## src/rtl/uart_tx_only.sv

```systemverilog
// uart_tx_only: 8-bit LSB-first UART transmitter with a one-byte holding register.
// Define UART_TX_PARITY_EN to insert an even-parity bit before the stop bit (8E1 instead of 8N1).
module uart_tx_only #(
  parameter int unsigned CLKS_PER_BIT = 448
) (
  input  logic       clk,
  input  logic       rst,
  input  logic [7:0] din,
  input  logic       din_valid,
  output logic       din_ready,
  output logic       txd,
  output logic       busy,
  output logic       done
);

  localparam logic [15:0] BAUD_LAST = 16'(CLKS_PER_BIT - 1);

  typedef enum logic [2:0] {
    IDLE   = 3'd0,
    START  = 3'd1,
    DATA   = 3'd2,
`ifdef UART_TX_PARITY_EN
    PARITY = 3'd3,
`endif
    STOP   = 3'd4
  } state_e;

  state_e      state_q, state_d;
  logic [15:0] baud_q, baud_d;
  logic [2:0]  bit_q, bit_d;
  logic [7:0]  shift_q, shift_d;
  logic [7:0]  hold_q, hold_d;
  logic        hold_full_q, hold_full_d;
  logic        txd_q, txd_d;
`ifdef UART_TX_PARITY_EN
  logic        parity_q, parity_d;
`endif
  logic        bit_end;
  logic        load;

  assign bit_end = (baud_q == BAUD_LAST);

  always_ff @(posedge clk) begin
    if (rst) begin
      state_q     <= IDLE;
      baud_q      <= '0;
      bit_q       <= '0;
      shift_q     <= '0;
      hold_q      <= '0;
      hold_full_q <= 1'b0;
      txd_q       <= 1'b1;
`ifdef UART_TX_PARITY_EN
      parity_q    <= 1'b0;
`endif
    end else begin
      state_q     <= state_d;
      baud_q      <= baud_d;
      bit_q       <= bit_d;
      shift_q     <= shift_d;
      hold_q      <= hold_d;
      hold_full_q <= hold_full_d;
      txd_q       <= txd_d;
`ifdef UART_TX_PARITY_EN
      parity_q    <= parity_d;
`endif
    end
  end

  always_comb begin
    state_d     = state_q;
    baud_d      = bit_end ? 16'd0 : baud_q + 16'd1;
    bit_d       = bit_q;
    shift_d     = shift_q;
    hold_d      = hold_q;
    hold_full_d = hold_full_q;
`ifdef UART_TX_PARITY_EN
    parity_d    = parity_q;
`endif
    load        = 1'b0;

    if (din_valid && !hold_full_q) begin
      hold_d      = din;
      hold_full_d = 1'b1;
    end

    case (state_q)
      IDLE: begin
        baud_d = '0;
        if (hold_full_q) begin
          load    = 1'b1;
          state_d = START;
        end
      end
      START: begin
        if (bit_end) state_d = DATA;
      end
      DATA: begin
        if (bit_end) begin
          shift_d = {1'b0, shift_q[7:1]};
          bit_d   = bit_q + 3'd1;
          if (bit_q == 3'd7) begin
`ifdef UART_TX_PARITY_EN
            state_d = PARITY;
`else
            state_d = STOP;
`endif
          end
        end
      end
`ifdef UART_TX_PARITY_EN
      PARITY: begin
        if (bit_end) state_d = STOP;
      end
`endif
      STOP: begin
        // A waiting byte chains straight into the next start bit, no idle cycle
        if (bit_end) begin
          if (hold_full_q) begin
            load    = 1'b1;
            state_d = START;
          end else begin
            state_d = IDLE;
          end
        end
      end
      default: state_d = IDLE;
    endcase

    if (load) begin
      shift_d     = hold_q;
      hold_full_d = 1'b0;
      bit_d       = '0;
`ifdef UART_TX_PARITY_EN
      parity_d    = ^hold_q;
`endif
    end

    if (state_d != state_q) baud_d = '0;
  end

  // txd is registered from the next state so the line moves on the same edge as the FSM
  always_comb begin
    txd_d = 1'b1;
    case (state_d)
      START:   txd_d = 1'b0;
      DATA:    txd_d = shift_d[0];
`ifdef UART_TX_PARITY_EN
      PARITY:  txd_d = parity_d;
`endif
      default: txd_d = 1'b1;
    endcase
  end

  assign txd       = txd_q;
  assign din_ready = ~hold_full_q;
  assign busy      = (state_q != IDLE);
  assign done      = (state_q == STOP) && bit_end;

endmodule

```

## config.mk

```make
export PLATFORM = sky130hd
export DESIGN_NAME = uart_tx_only
export DESIGN_NICKNAME = d
export VERILOG_FILES = /design/src/rtl/uart_tx_only.sv
export SDC_FILE = /design/constraint.sdc
export NUM_CORES = 1
export LEC_CHECK = 0
export ABC_AREA = 1
export CAP_MARGIN = 30
export CORE_UTILIZATION = 55
export DETAILED_ROUTE_END_ITERATION = 12
export PLACE_DENSITY = 0.76
export SKIP_CTS_REPAIR_TIMING = 1
export SYNTH_ARGS = -nofsm -noshare
export SYNTH_HDL_FRONTEND = slang
export SYNTH_SLANG_ARGS = --single-unit
```

## constraint.sdc

```tcl
create_clock -name clk -period 3.4 [get_ports clk]
set_clock_uncertainty 0.2 [all_clocks]
set_input_delay 0.34 -clock clk [delete_from_list [all_inputs] [get_ports clk]]
set_output_delay 0.34 -clock clk [all_outputs]
set_load 0.005 [all_outputs]
```

==> reports/results.md <==
| Metric | Value | Unit |
|:---|:---|:---|
| Status | completed | - |
| Nets in the synthesized netlist | 256 | - |
| DRC violation total after the first TritonRoute iteration | 62 | - |
| Yosys cell types | 30 | - |
| Critical path type | reg2out | - |
| Normalized max-slew margin | 0.665 | - |
| Die Area | 3710 | sq um |
| Depth of the worst register-to-register path | 9 | - |
| Vias in the first global route | 1238 | - |
| Register area | 801 | sq um |
| Aggregate negative setup slack | 0 | ns |
| Post-synth top flop | sky130_fd_sc_hd__dfxtp_1 | - |
| Avg WL per Cell | 9.99 | microns |
| WP data arrival | 1.99 | ns |
| Detail Placement HPWL | 2170 | microns |
| Count of buffers from port buffering | 14 | - |
| Die X | 60.9 | microns |
| Placeable core area | 3340 | sq um |
| Setup slack, reg-to-reg | 1.31 | ns |
| Clock slew at reported path FFs | 0.12 | ns |
| Setup repair after global routing missed its margin | false | - |
| Endpoint of the worst register-to-register path | shift_q[1]$_SDFFE_PP0P_ | - |
| Number of instances in the placed design | 298 | - |
| Maximum vdd ir drop | 0.344 | mV |
| Portion of the clock cycle consumed by the worst path in the final layout | 0.744 | - |
| Required time of the critical path | 2.86 | ns |
| Clock buffers created by TritonCTS | 5 | - |
| Area added between synthesis and finish | 12.3 | % |
| Power per Cell Area | 416 | nW/um^2 |
| Overall Power | 0.890 | mW |
| Max Fclk | 0.395 | GHz |
| Leakage component of the power | 0.828 | nW |
| Commonest non-fill, non-tap cell in the layout | sky130_fd_sc_hd__nor2_1 | - |
| Routed WL | 3060 | microns |
| Fraction of layout cells with a size suffix above 1 | 0.146 | - |
| Fin. max-slew vios | 0 | - |
| # DRC | 0 | - |
| Clock latency reported for the late side of the worst-skew pair | 0.34 | ns |
| Root Driver | sky130_fd_sc_hd__clkbuf_4 | - |
| Synthesized cell area | 1910 | sq um |
| Antenna fix cells | 0 | - |
| Worst-Margin Slew | 0.502 | ns |
| Startpoint types | register | - |
| Final weighted congestion in routability-driven placement | 0.814 | - |
| Number of synthesized flops with an enable pin | 0 | - |
| TritonCTS clock tree | built | - |
| Critical path cell sequence | ha_1 > nand3_4 > nor2_8 > nand3_2 > inv_1 > clkdlybuf4s50_1 | - |
| Pin count of the biggest net entering global routing | 18 | - |
| Net count of the finished layout | 273 | - |
| Number of endpoints failing setup at the final stage | 0 | - |
| Maximum net fanout on the critical path | 6 | - |
| Number of standard-cell rows in the floorplan | 21 | - |
| Most frequent cells in the layout | sky130_fd_sc_hd__nor2_1, sky130_fd_sc_hd__nand2_1, sky130_fd_sc_hd__dfxtp_1 | - |
| Hold-critical path endpoint | bit_q[1]$_SDFFE_PP0P_ | - |
| Clock Sink Count | 40 | - |
| Classification of the worst-slack hold path | reg2reg | - |
| Synthesized area per cell | 7.88 | sq um |
| First-pass GRT wire length | 5200 | microns |
| Final ANT Viol Nets | 0 | - |
| Launch point of the worst reg-to-reg path | baud_q[0]$_SDFF_PP0_ | - |
| # IOs | 15 | - |
| Kind of capture point of the worst setup path | primary output | - |
| Overall routing resource usage | 0.191 | - |
| Delay contributed by the slowest stage of the critical path | 0.48 | ns |
| Synthesis-stage register bit count | 40 | - |
| Critical hold path startpoint | bit_q[1]$_SDFFE_PP0P_ | - |
| Kind of cell adding the most delay to the critical path | buffers and inverters | - |
| Minimum clock period after layout | 2.53 | ns |
| Proportion of synthesized flip-flops having asynchronous set or reset | 0 | - |
| Routed via count divided by cell count | 4.70 | - |
| Post-synthesis sequential area ratio | 0.420 | - |
| Area used by multi-input combinational logic | 987 | sq um |
| Via count | 1438 | - |
| Clock H-tree levels | 2 | - |
| Effective utilization at floorplan | 0.571 | - |
| Gate count after technology mapping | 242 | - |
| Largest buffer count on any clock path | 2 | - |
| Non-filler instance count after layout | 306 | - |
| WHS Path Cells | 2 | - |
| Die Y | 60.9 | microns |
| Final hold viol count | 0 | - |
| Worst Path Buf+Inv | 2 | - |
| Layout fillers | 310 | - |
| Antenna violations before repair | 0 | - |
| Overflow after GRT | 0 | - |
| Number of iterations in the first detailed-routing pass | 4 | - |
| Warnings, synthesis | 0 | - |
| Slowest-stage cell, CP | sky130_fd_sc_hd__clkdlybuf4s50_1 | - |
| Number of maximum-capacitance violations | 0 | - |
per-layer routing:
| metal | up-vias | part of all wire | GRT usage |
|---|---|---|---|
| li1 | 789 | - | - |
| met1 | 618 | 0.53 | 0.265 |
| met5 | - | 0 | 0 |
| met3 | 8 | 0.026 | 0.0384 |
| met2 | 23 | 0.42 | 0.284 |
| met4 | 0 | 0.019 | 0.0909 |
stage by stage:
stage,hold WS [ns],setup WS (ns),util,area (sq um)
floorplan,0.202,1.64,-,1910
global route,0.287,0.736,0.642,2140
global placement,0.254,1.23,0.619,2060
finish,0.278,0.869,0.642,2140
detailed placement,0.257,1.17,0.619,2060
CTS,0.279,0.852,0.642,2140
layout make-up:
class,instances,share of cell area
flip-flops and latches,40,0.374
multi-input cells,177,0.461
clock inverters,2,0.0164
well taps,46,0.0269
inverters,21,0.0368
repair buffers,14,0.0655
clock buffers,6,0.0193
logic make-up (layout without fill, tap and decap cells):
family                   Yosys count  in the layout  synth area share
adder cells (fa/ha/maj)            3              3            0.0197
AO/OA/AOI/OAI                     17             17            0.0532
AND/OR/NAND/NOR                  142            142             0.376
flip-flops                        40             40             0.420
XOR/XNOR                          15             15            0.0689
buffers and inverters             25             43            0.0623
state kept, by name, indices dropped and copies added, names as in the netlist:
register,flops
bit_q,3
txd,1
state_q,3
hold_q,8
baud_q,16
shift_q,8
hold_full_q,1
cells in the mapped netlist, types with 3 or more instances:
| library cell | count | area (sq um) |
|---|---|---|
| sky130_fd_sc_hd__ha_1 | 3 | 37.5 |
| sky130_fd_sc_hd__nor2_4 | 4 | 45.0 |
| sky130_fd_sc_hd__nor2_2 | 7 | 43.8 |
| sky130_fd_sc_hd__nand2_1 | 44 | 165 |
| sky130_fd_sc_hd__dfxtp_1 | 40 | 801 |
| sky130_fd_sc_hd__nor2_1 | 49 | 184 |
| sky130_fd_sc_hd__xor2_1 | 10 | 87.6 |
| sky130_fd_sc_hd__xnor2_1 | 5 | 43.8 |
| sky130_fd_sc_hd__inv_1 | 17 | 63.8 |
| sky130_fd_sc_hd__nand2_2 | 5 | 31.3 |
| sky130_fd_sc_hd__nor3_1 | 3 | 15.0 |
| sky130_fd_sc_hd__o21ai_0 | 8 | 40.0 |
| sky130_fd_sc_hd__nand3_2 | 3 | 30.0 |
| sky130_fd_sc_hd__nand3_1 | 18 | 90.1 |
| sky130_fd_sc_hd__a21oi_1 | 5 | 25.0 |
worst register-to-register path: cells and delay by family, from the launching register on:
| family | cells | cell delay, ns |
|---|---|---|
| adder cells (fa/ha/maj) | 1 | 0.26 |
| buffers and inverters | 1 | 0.26 |
| flip-flops | 1 | 0.42 |
| AND/OR/NAND/NOR | 7 | 0.92 |
report_power, final:
part           switching (mW)  internal (mW)  total, mW
Clock                   0.149          0.154      0.303
Combinational          0.0488         0.0377     0.0865
Sequential             0.0114          0.489      0.501
Total                   0.209          0.681      0.890
worst max path at each step:
stage / from / to / depth (start not counted)
after detailed placement: rst / baud_q[2]$_SDFF_PP0_ / 6
after global routing: baud_q[0]$_SDFF_PP0_ / done / 6
after floorplan: baud_q[0]$_SDFF_PP0_ / txd$_SDFF_PP1_ / 9
after CTS: baud_q[0]$_SDFF_PP0_ / done / 6
final: baud_q[0]$_SDFF_PP0_ / done / 6
after global placement: rst / baud_q[12]$_SDFF_PP0_ / 6
No activity file was read; power rests on OpenSTA's default activity.
